File: src/rtl/rom_loader.sv
// UART boot loader for the Hack instruction ROM: snoops the rx byte stream for a sync byte,
// writes a length-prefixed, XOR-checksummed program into the ROM and replies 'K' or 'E'.
module rom_loader #(
    parameter int         ADDR_WIDTH     = 15,
    parameter logic [7:0] SYNC_BYTE      = 8'hA5,
    parameter int         TIMEOUT_CYCLES = 27_000_000
) (
    input  logic                  clk,
    input  logic                  reset,
    input  logic                  rx_valid,
    input  logic [7:0]            rx_data,
    output logic                  tx_valid,
    output logic [7:0]            tx_data,
    input  logic                  tx_ready,
    output logic                  rom_we,
    output logic [ADDR_WIDTH-1:0] rom_addr,
    output logic [15:0]           rom_wdata,
    output logic                  cpu_reset,
    output logic                  busy,
    output logic                  loaded,
    output logic                  error
);

    localparam logic [7:0]      ACK        = 8'h4B;
    localparam logic [7:0]      NAK        = 8'h45;
    localparam int              TW         = $clog2(TIMEOUT_CYCLES + 1);
    localparam logic [TW-1:0]   IDLE_LIMIT = TW'(TIMEOUT_CYCLES - 1);
    localparam logic [16:0]     CAPACITY   = 17'd1 << ADDR_WIDTH;

    typedef enum logic [2:0] {
        S_RUN, S_LEN_HI, S_LEN_LO, S_DATA_HI, S_DATA_LO, S_CHECK, S_REPLY, S_HALT
    } state_t;

    state_t                  state;
    logic [7:0]              len_hi;
    logic [7:0]              data_hi;
    logic [7:0]              chk;
    logic [15:0]             remaining;
    logic [ADDR_WIDTH-1:0]   addr;
    logic [TW-1:0]           idle;
    logic                    reply_ok;

    logic        sync_seen;
    logic [15:0] count;
    logic        oversize;

    assign sync_seen = rx_valid && (rx_data == SYNC_BYTE);
    assign count     = {len_hi, rx_data};
    assign oversize  = {1'b0, count} > CAPACITY;

    always_ff @(posedge clk) begin
        if (reset) begin
            state     <= S_RUN;
            cpu_reset <= 1'b1;
            tx_valid  <= 1'b0;
            tx_data   <= 8'h00;
            rom_we    <= 1'b0;
            rom_addr  <= '0;
            rom_wdata <= 16'h0000;
            busy      <= 1'b0;
            loaded    <= 1'b0;
            error     <= 1'b0;
            reply_ok  <= 1'b0;
            chk       <= 8'h00;
            idle      <= '0;
        end else begin
            rom_we <= 1'b0;
            unique case (state)
                S_RUN, S_HALT: begin
                    if (sync_seen) begin
                        state     <= S_LEN_HI;
                        cpu_reset <= 1'b1;
                        busy      <= 1'b1;
                        error     <= 1'b0;
                        chk       <= 8'h00;
                        idle      <= '0;
                    end else if (state == S_RUN) begin
                        cpu_reset <= 1'b0;
                    end
                end
                // Reply is held until accepted; rx bytes (even SYNC) are ignored here.
                S_REPLY: begin
                    if (tx_ready) begin
                        tx_valid <= 1'b0;
                        busy     <= 1'b0;
                        if (reply_ok) begin
                            state     <= S_RUN;
                            cpu_reset <= 1'b0;
                        end else begin
                            state <= S_HALT;
                        end
                    end
                end
                default: begin
                    if (rx_valid) begin
                        idle <= '0;
                        chk  <= chk ^ rx_data;
                        case (state)
                            S_LEN_HI: begin
                                len_hi <= rx_data;
                                state  <= S_LEN_LO;
                            end
                            S_LEN_LO: begin
                                addr      <= '0;
                                remaining <= count;
                                if (count == 16'd0) begin
                                    state <= S_CHECK;
                                end else if (oversize) begin
                                    state    <= S_REPLY;
                                    tx_valid <= 1'b1;
                                    tx_data  <= NAK;
                                    reply_ok <= 1'b0;
                                    error    <= 1'b1;
                                end else begin
                                    state <= S_DATA_HI;
                                end
                            end
                            S_DATA_HI: begin
                                data_hi <= rx_data;
                                state   <= S_DATA_LO;
                            end
                            S_DATA_LO: begin
                                rom_we    <= 1'b1;
                                rom_addr  <= addr;
                                rom_wdata <= {data_hi, rx_data};
                                addr      <= addr + ADDR_WIDTH'(1);
                                remaining <= remaining - 16'd1;
                                state     <= (remaining == 16'd1) ? S_CHECK : S_DATA_HI;
                            end
                            S_CHECK: begin
                                state    <= S_REPLY;
                                tx_valid <= 1'b1;
                                if (rx_data == chk) begin
                                    tx_data  <= ACK;
                                    reply_ok <= 1'b1;
                                    loaded   <= 1'b1;
                                end else begin
                                    tx_data  <= NAK;
                                    reply_ok <= 1'b0;
                                    error    <= 1'b1;
                                end
                            end
                            default: ;
                        endcase
                    end else if (idle == IDLE_LIMIT) begin
                        state    <= S_REPLY;
                        tx_valid <= 1'b1;
                        tx_data  <= NAK;
                        reply_ok <= 1'b0;
                        error    <= 1'b1;
                    end else begin
                        idle <= idle + TW'(1);
                    end
                end
            endcase
        end
    end

endmodule

File: config.mk
export PLATFORM = sky130hd
export DESIGN_NAME = rom_loader
export DESIGN_NICKNAME = d
export VERILOG_FILES = /design/src/rtl/rom_loader.sv
export SDC_FILE = /design/constraint.sdc
export NUM_CORES = 1
export LEC_CHECK = 0
export ABC_AREA = 1
export CORE_AREA = 2 2 108 120
export CTS_CLUSTER_DIAMETER = 120
export DETAILED_ROUTE_END_ITERATION = 6
export DIE_AREA = 0 0 110 122
export PLACE_DENSITY_LB_ADDON = 0.12
export REMOVE_ABC_BUFFERS = 1
export SLEW_MARGIN = 30
export SYNTH_ARGS = -nofsm -noshare
export SYNTH_HDL_FRONTEND = slang
export SYNTH_SLANG_ARGS = --single-unit
File: constraint.sdc
create_clock -name clk -period 3.06 [get_ports clk]
set_input_delay 0.918 -clock clk [delete_from_list [all_inputs] [get_ports clk]]
set_output_delay 0.918 -clock clk [all_outputs]
set_load 0.005 [all_outputs]
==> impl_metrics.json, run 1 <==
{
  "status": "finished, final reports clean",
  "worstMarginPinSlew_ns": 0.6116,
  "avgSynthCellArea_um2": 7.419,
  "numCtsBuffers": 17,
  "p_comb_frac": 0.301,
  "fmax_mhz": 403.1,
  "drt-pass1-iter-count": 5,
  "synth_common_cells": "nand2_1, nor2_1, nand3_1",
  "cp-end-kind": "flop",
  "drive_above_1_share": 0.07903,
  "maxSlewHeadroom": 0.5923,
  "die_y_um": 122,
  "drt-initial-drc-count": 454,
  "finalSetupViolCount": 0,
  "syn_to_final_growth_pct": 21.61,
  "switching_share": 0.3471,
  "p_switching_uw": 2014,
  "fin_crit_sh": 0.8106,
  "finalHoldViolations": 0,
  "drc": 0,
  "power_density_nw_per_um2": 769.3,
  "highest_layer": "met4",
  "yosys.area_share.simple": 0.3248,
  "synth_compound_area_frac": 0.09199,
  "multi_input_area_um2": 2798,
  "clockBufferDepth": 2,
  "synthXorXnorAreaFrac": 0.02401,
  "post_cts_buffers": 0,
  "path_clk_slew_ns": 0.05,
  "cts_tree": "done",
  "grt_pass1_wl_um": 25160,
  "crit_family": "simple AND/OR/NAND/NOR gates",
  "start_kind": "input port",
  "nNetsFinal": 914,
  "grt.overflow.total": 0,
  "final_core_util": 0.6122,
  "first_global_vias": 5224,
  "crit_fanout": 26,
  "ys.flop_type": "dfxtp_1",
  "rows": 43,
  "crit-reg2reg-launch": "idle[1]",
  "cts_sinks": 123,
  "synth.distinct_cells": 39,
  "reg2reg_setup_slack_ns": 0.96,
  "vdd_ir_drop_max_mv": 0.4847,
  "cp-startpoint": "rx_valid",
  "worst-path-buf-inv": 3,
  "yosys_warnings": 0,
  "wl_met3_um": 840,
  "critPathRequiredTime_ns": 3.36,
  "synth_adder_area_share": 0.008069,
  "cp_slowest_cell": "clkdlybuf4s50_1",
  "min_from": "cpu_reset",
  "final.setup_skew_ns": 0.006430,
  "holdPathEnd": "cpu_reset",
  "syn-cell-area_um2": 6202,
  "htreeDepth": 4,
  "synthCells": 836,
  "holdPathStages": 2,
  "antenna_found_initial": 0,
  "r2r_end": "idle[12]",
  "yosysSeqAreaShare": 0.4729,
  "start_util": 0.5034,
  "die_x_um": 110,
  "dieArea_um2": 13420,
  "p_clk_frac": 0.346,
  "p_int_uw": 3788,
  "min_period_ns": 2.481,
  "postPlaceCellArea_um2": 6937,
  "wl_met1_um": 6766,
  "yosys.cell_count.top_type": "nand2_1",
  "grt_max_degree": 34,
  "muxShareOfSynthArea": 0,
  "async_flop_share": 0,
  "num_io_pins": 57,
  "post-place-ws_ns": 0.1487,
  "fill_cells": 1099,
  "synth_area_leaders": "dfxtp_1, edfxtp_1, nand2_1",
  "arrival_ns": 2.78,
  "wl_per_cell_um": 14.79,
  "num_vias": 5686,
  "worstPathCellList": "clkdlybuf4s50_1 -> inv_2 -> nor3_1 -> nand3b_1 -> nand2_2 -> nand2_4 -> inv_6 -> nand3_1 -> nand2_1 -> nor2_1",
  "synth-edff-count": 47,
  "holdBufCountCts": 0,
  "antenna_left": 0,
  "track_usage": 0.2456,
  "io_buffer_count": 53,
  "cts.repair.resized": 0,
  "tns_ns": 0,
  "dp.final_hpwl_um": 11270,
  "power_frac_seq": 0.353,
  "antenna_cells": 0,
  "finalHoldWorstSlack_ns": 0.4573,
  "synth_area_leader_cell": "dfxtp_1",
  "timing.max_cap.violations": 0,
  "reg2regPathDepth": 10,
  "fin_area_um2": 7542,
  "routed_via_density": 5.324,
  "synth_seq_cells": 123,
  "routed_wl_um": 15800,
  "path_class": "in -> reg",
  "synth_top_family_by_area": "simple AND/OR/NAND/NOR gates",
  "core_area_um2": 12320,
  "wl_met2_um": 7778,
  "seq_area_um2": 2933,
  "cts-root-buf": "clkbuf_16",
  "leakagePower_uw": 0.002793,
  "slew_violations": 0,
  "netlist.area_leader.share": 0.2453,
  "gp_congestion": 0.9492,
  "max_stage_delay_ns": 0.65,
  "hold_path.class": "reg -> reg",
  "layout_setup_ws_ns": 0.5794,
  "clock_latency_ns": 0.41,
  "rsz0062_at_grt": "false"
}
==> cell type report <==
class,instances,share of cell area
well taps,157,0.02605
clock inverters,3,0.002654
multi-input cells,603,0.3709
clock buffers,29,0.07764
flip-flops and latches,123,0.3889
inverters,79,0.03998
repair buffers,74,0.09390
==> worst max-delay path by stage <==
stage                     to  slack [ns]  cells past startpoint
finish              idle[23]        0.58                     10
global route         idle[2]        0.44                     11
CTS                 idle[23]        0.58                     10
detailed placement  idle[23]        0.15                     10
global placement    idle[23]        0.23                     10
floorplan            addr[0]        0.26                      5
==> layout by cell type, fill, tap and decap left out, types with 8 or more instances in the layout <==
| master | synthesis | layout |
|---|---|---|
| nand4_1 | 11 | 11 |
| nor3_1 | 18 | 18 |
| clkbuf_16 | 0 | 21 |
| a21oi_1 | 65 | 65 |
| inv_1 | 70 | 70 |
| edfxtp_1 | 47 | 47 |
| inv_2 | 8 | 8 |
| xnor2_1 | 12 | 12 |
| nand3_1 | 81 | 81 |
| nor2_1 | 126 | 125 |
| a31oi_1 | 9 | 9 |
| nand2_1 | 218 | 218 |
| o21ai_0 | 18 | 18 |
| dfxtp_1 | 76 | 76 |
| buf_4 | 8 | 19 |
| clkdlybuf4s50_1 | 0 | 52 |
==> per-layer routing <==
layer	track usage	up-vias
li1	-	2854
met1	0.3070	2610
met3	0.04708	36
met4	0.1116	0
met2	0.4072	186
met5	0	-
==> worst reg2reg max path, cell delays in order, from the launching register on <==
cell,delay [ns]
dfxtp_1,0.39
ha_1,0.24
nand3_2,0.16
nor2_2,0.26
inv_2,0.08
nor2_2,0.14
nand3_1,0.13
nand2_4,0.21
buf_4,0.21
nand2_1,0.07
a21oi_1,0.13
==> power groups by stage <==
stage,clock [uW],sequential [uW],combinational (uW)
detailed placement,0,2080,1740
global route,2090,2060,1960
global placement,0,2070,1700
finish,2010,2050,1740
floorplan,0,2060,1120
CTS,2040,2050,1750
==> state kept, by name, indices dropped and copies added, names as in the netlist <==
register,cells
rom_addr,15
len_hi,8
state,3
rom_we,1
remaining,16
cpu_reset,1
addr,15
tx_valid,1
tx_data,3
rom_wdata,16
busy,1
loaded,1
chk,8
idle,25
error,1
data_hi,8
==> cell families after synthesis <==
kind of cell	after synthesis
xor gates and xnor gates	17
buffers and inverters	112
and+or+nand+nor	473
AOI/OAI and AO/OA	106
adders and majority gates	4
DFF	123
other	1
==> metrics by stage <==
| stage | power (uW) | std cells |
|---|---|---|
| final | 5802 | 1068 |
| after global routing | 6114 | 1068 |
| after CTS | 5833 | 1068 |
| after detailed placement | 3815 | 1036 |
| after global placement | 3766 | 1036 |
| after floorplan | 3183 | 805 |
Power figures use the tool's default switching activity.
==> run 2, diff against run 1 <==
- CORE_AREA: 2 2 108 120 -> 2 2 102 114
- DIE_AREA: 0 0 110 122 -> 0 0 104 116
- clock period: 3.06 -> 2.4 ns (I/O delays scaled with it)
==> impl_metrics.json, run 2 (same netlist as run 1, synthesis figures left out) <==
{
  "holdBufCountCts": 0,
  "min_period_ns": 2.097,
  "power_density_nw_per_um2": 970.6,
  "start_kind": "input port",
  "grt.overflow.total": 0,
  "path_clk_slew_ns": 0.06,
  "cts_tree": "done",
  "nNetsFinal": 920,
  "p_int_uw": 4650,
  "first_global_vias": 5417,
  "antenna_found_initial": 0,
  "drt-initial-drc-count": 424,
  "layout_commonest_cell": "nand2_1",
  "num_io_pins": 57,
  "multi_input_area_um2": 2798,
  "fin_crit_sh": 0.8738,
  "clockBufferDepth": 2,
  "finalHoldWorstSlack_ns": 0.4540,
  "fmax_mhz": 476.8,
  "status": "finished, final reports clean",
  "final.setup_skew_ns": 0.01024,
  "dp.final_hpwl_um": 10750,
  "fill_cells": 901,
  "rows": 40,
  "core_area_um2": 10810,
  "regMostFlops": "idle",
  "drive_above_1_share": 0.08833,
  "htreeDepth": 4,
  "cts-root-buf": "clkbuf_16",
  "cp-end-kind": "flop",
  "hold_path.class": "reg -> reg",
  "grt_max_degree": 33,
  "drc": 0,
  "numCtsBuffers": 17,
  "track_usage": 0.2590,
  "cts.repair.resized": 0,
  "leakagePower_uw": 0.002803,
  "crit-reg2reg-launch": "idle[0]",
  "die_x_um": 104,
  "cp-startpoint": "rx_valid",
  "timing.max_cap.violations": 0,
  "cts_sinks": 123,
  "grt_pass1_wl_um": 24910,
  "seq_area_um2": 2933,
  "start_util": 0.5737,
  "die_y_um": 116,
  "tns_ns": 0,
  "switching_share": 0.3621,
  "path_class": "in -> reg",
  "largest_reg_flops": 25,
  "post-place-cells": 1032,
  "rsz0062_at_grt": "false",
  "final_cells": 1064,
  "num_vias": 5825,
  "largestRegisters": "idle: 25 flops, remaining: 16 flops, rom_wdata: 16 flops",
  "io_buffer_count": 53,
  "crit_fanout": 26,
  "routed_via_density": 5.475,
  "power_frac_seq": 0.358,
  "wl_per_cell_um": 14.35,
  "min_from": "loaded",
  "slew_violations": 0,
  "syn_to_final_growth_pct": 21.08,
  "critPathRequiredTime_ns": 2.70,
  "clock_latency_ns": 0.41,
  "p_comb_frac": 0.322,
  "drt-pass1-iter-count": 5,
  "final_core_util": 0.6947,
  "post_cts_buffers": 0,
  "p_clk_frac": 0.320,
  "final_cell_mix": "nand2_1, nor2_1, nand3_1",
  "routed_wl_um": 15270,
  "finalSetupViolCount": 0,
  "finalHoldViolations": 0,
  "vdd_ir_drop_max_mv": 0.6878,
  "dieArea_um2": 12060,
  "antenna_cells": 0,
  "p_switching_uw": 2640,
  "gp_congestion": 0.9189,
  "antenna_left": 0,
  "arrival_ns": 2.40
}
==> run 2: cell count changes in the layout (fill, tap and decap cells not counted), moves of 2 or more <==
cell / previous run / this run
buf_4: 19 / 25
clkinv_2: 1 / 6
clkbuf_16: 21 / 18
clkbuf_8: 3 / 1
clkbuf_1: 5 / 2
==> run 2: per-stage QoR <==
step	power [uW]	setup slack (ns)	cell area [um^2]
finish	7289	0.3029	7510
global route	7647	0.1493	7510
CTS	7269	0.3256	7510
detailed placement	4952	-0.09767	6969
global placement	4861	-0.07095	6969
floorplan	4058	-0.4010	6030
==> run 2: worst max-delay path: stages <==
cell and delay (ns):
clkdlybuf4s50_1 0.54, inv_2 0.05, nor3_1 0.24, nand3b_1 0.14, nand2_2 0.15, nand2_4 0.12
inv_6 0.19, nand3_1 0.12, nand2_1 0.09, nor2_1 0.04
==> run 2: power groups by stage <==
| stage | Combinational (uW) | Clock [uW] | Sequential [uW] |
|---|---|---|---|
| 6_report | 2350 | 2330 | 2610 |
| 2_1_floorplan | 1430 | 0 | 2630 |
| 3_3_place_gp | 2230 | 0 | 2630 |
| 4_1_cts | 2340 | 2330 | 2600 |
| 3_5_place_dp | 2310 | 0 | 2640 |
| 5_1_grt | 2570 | 2440 | 2630 |
==> run 2: per-layer routing <==
layer	wire length (um)	global-route usage
met1	6314	0.3041
met2	7668	0.4706
met3	911	0.04612
met4	374	0.1108
met5	0	0
==> run 2: worst paths after layout <==
kind | cells past startpoint | to | slack (ns)
setup / recovery | 10 | idle[18] | 0.30
setup reg to reg | 10 | idle[16] | 0.40
hold reg to reg | 2 | loaded | 0.45
hold / removal | 2 | loaded | 0.45
==> run 2: layout make-up <==
type,count,share of cell area
inverters,79,0.04015
flip-flops and latches,123,0.3905
multi-input cells,603,0.3725
clock inverters,11,0.009164
clock buffers,21,0.06281
repair buffers,80,0.1003
well taps,147,0.02449
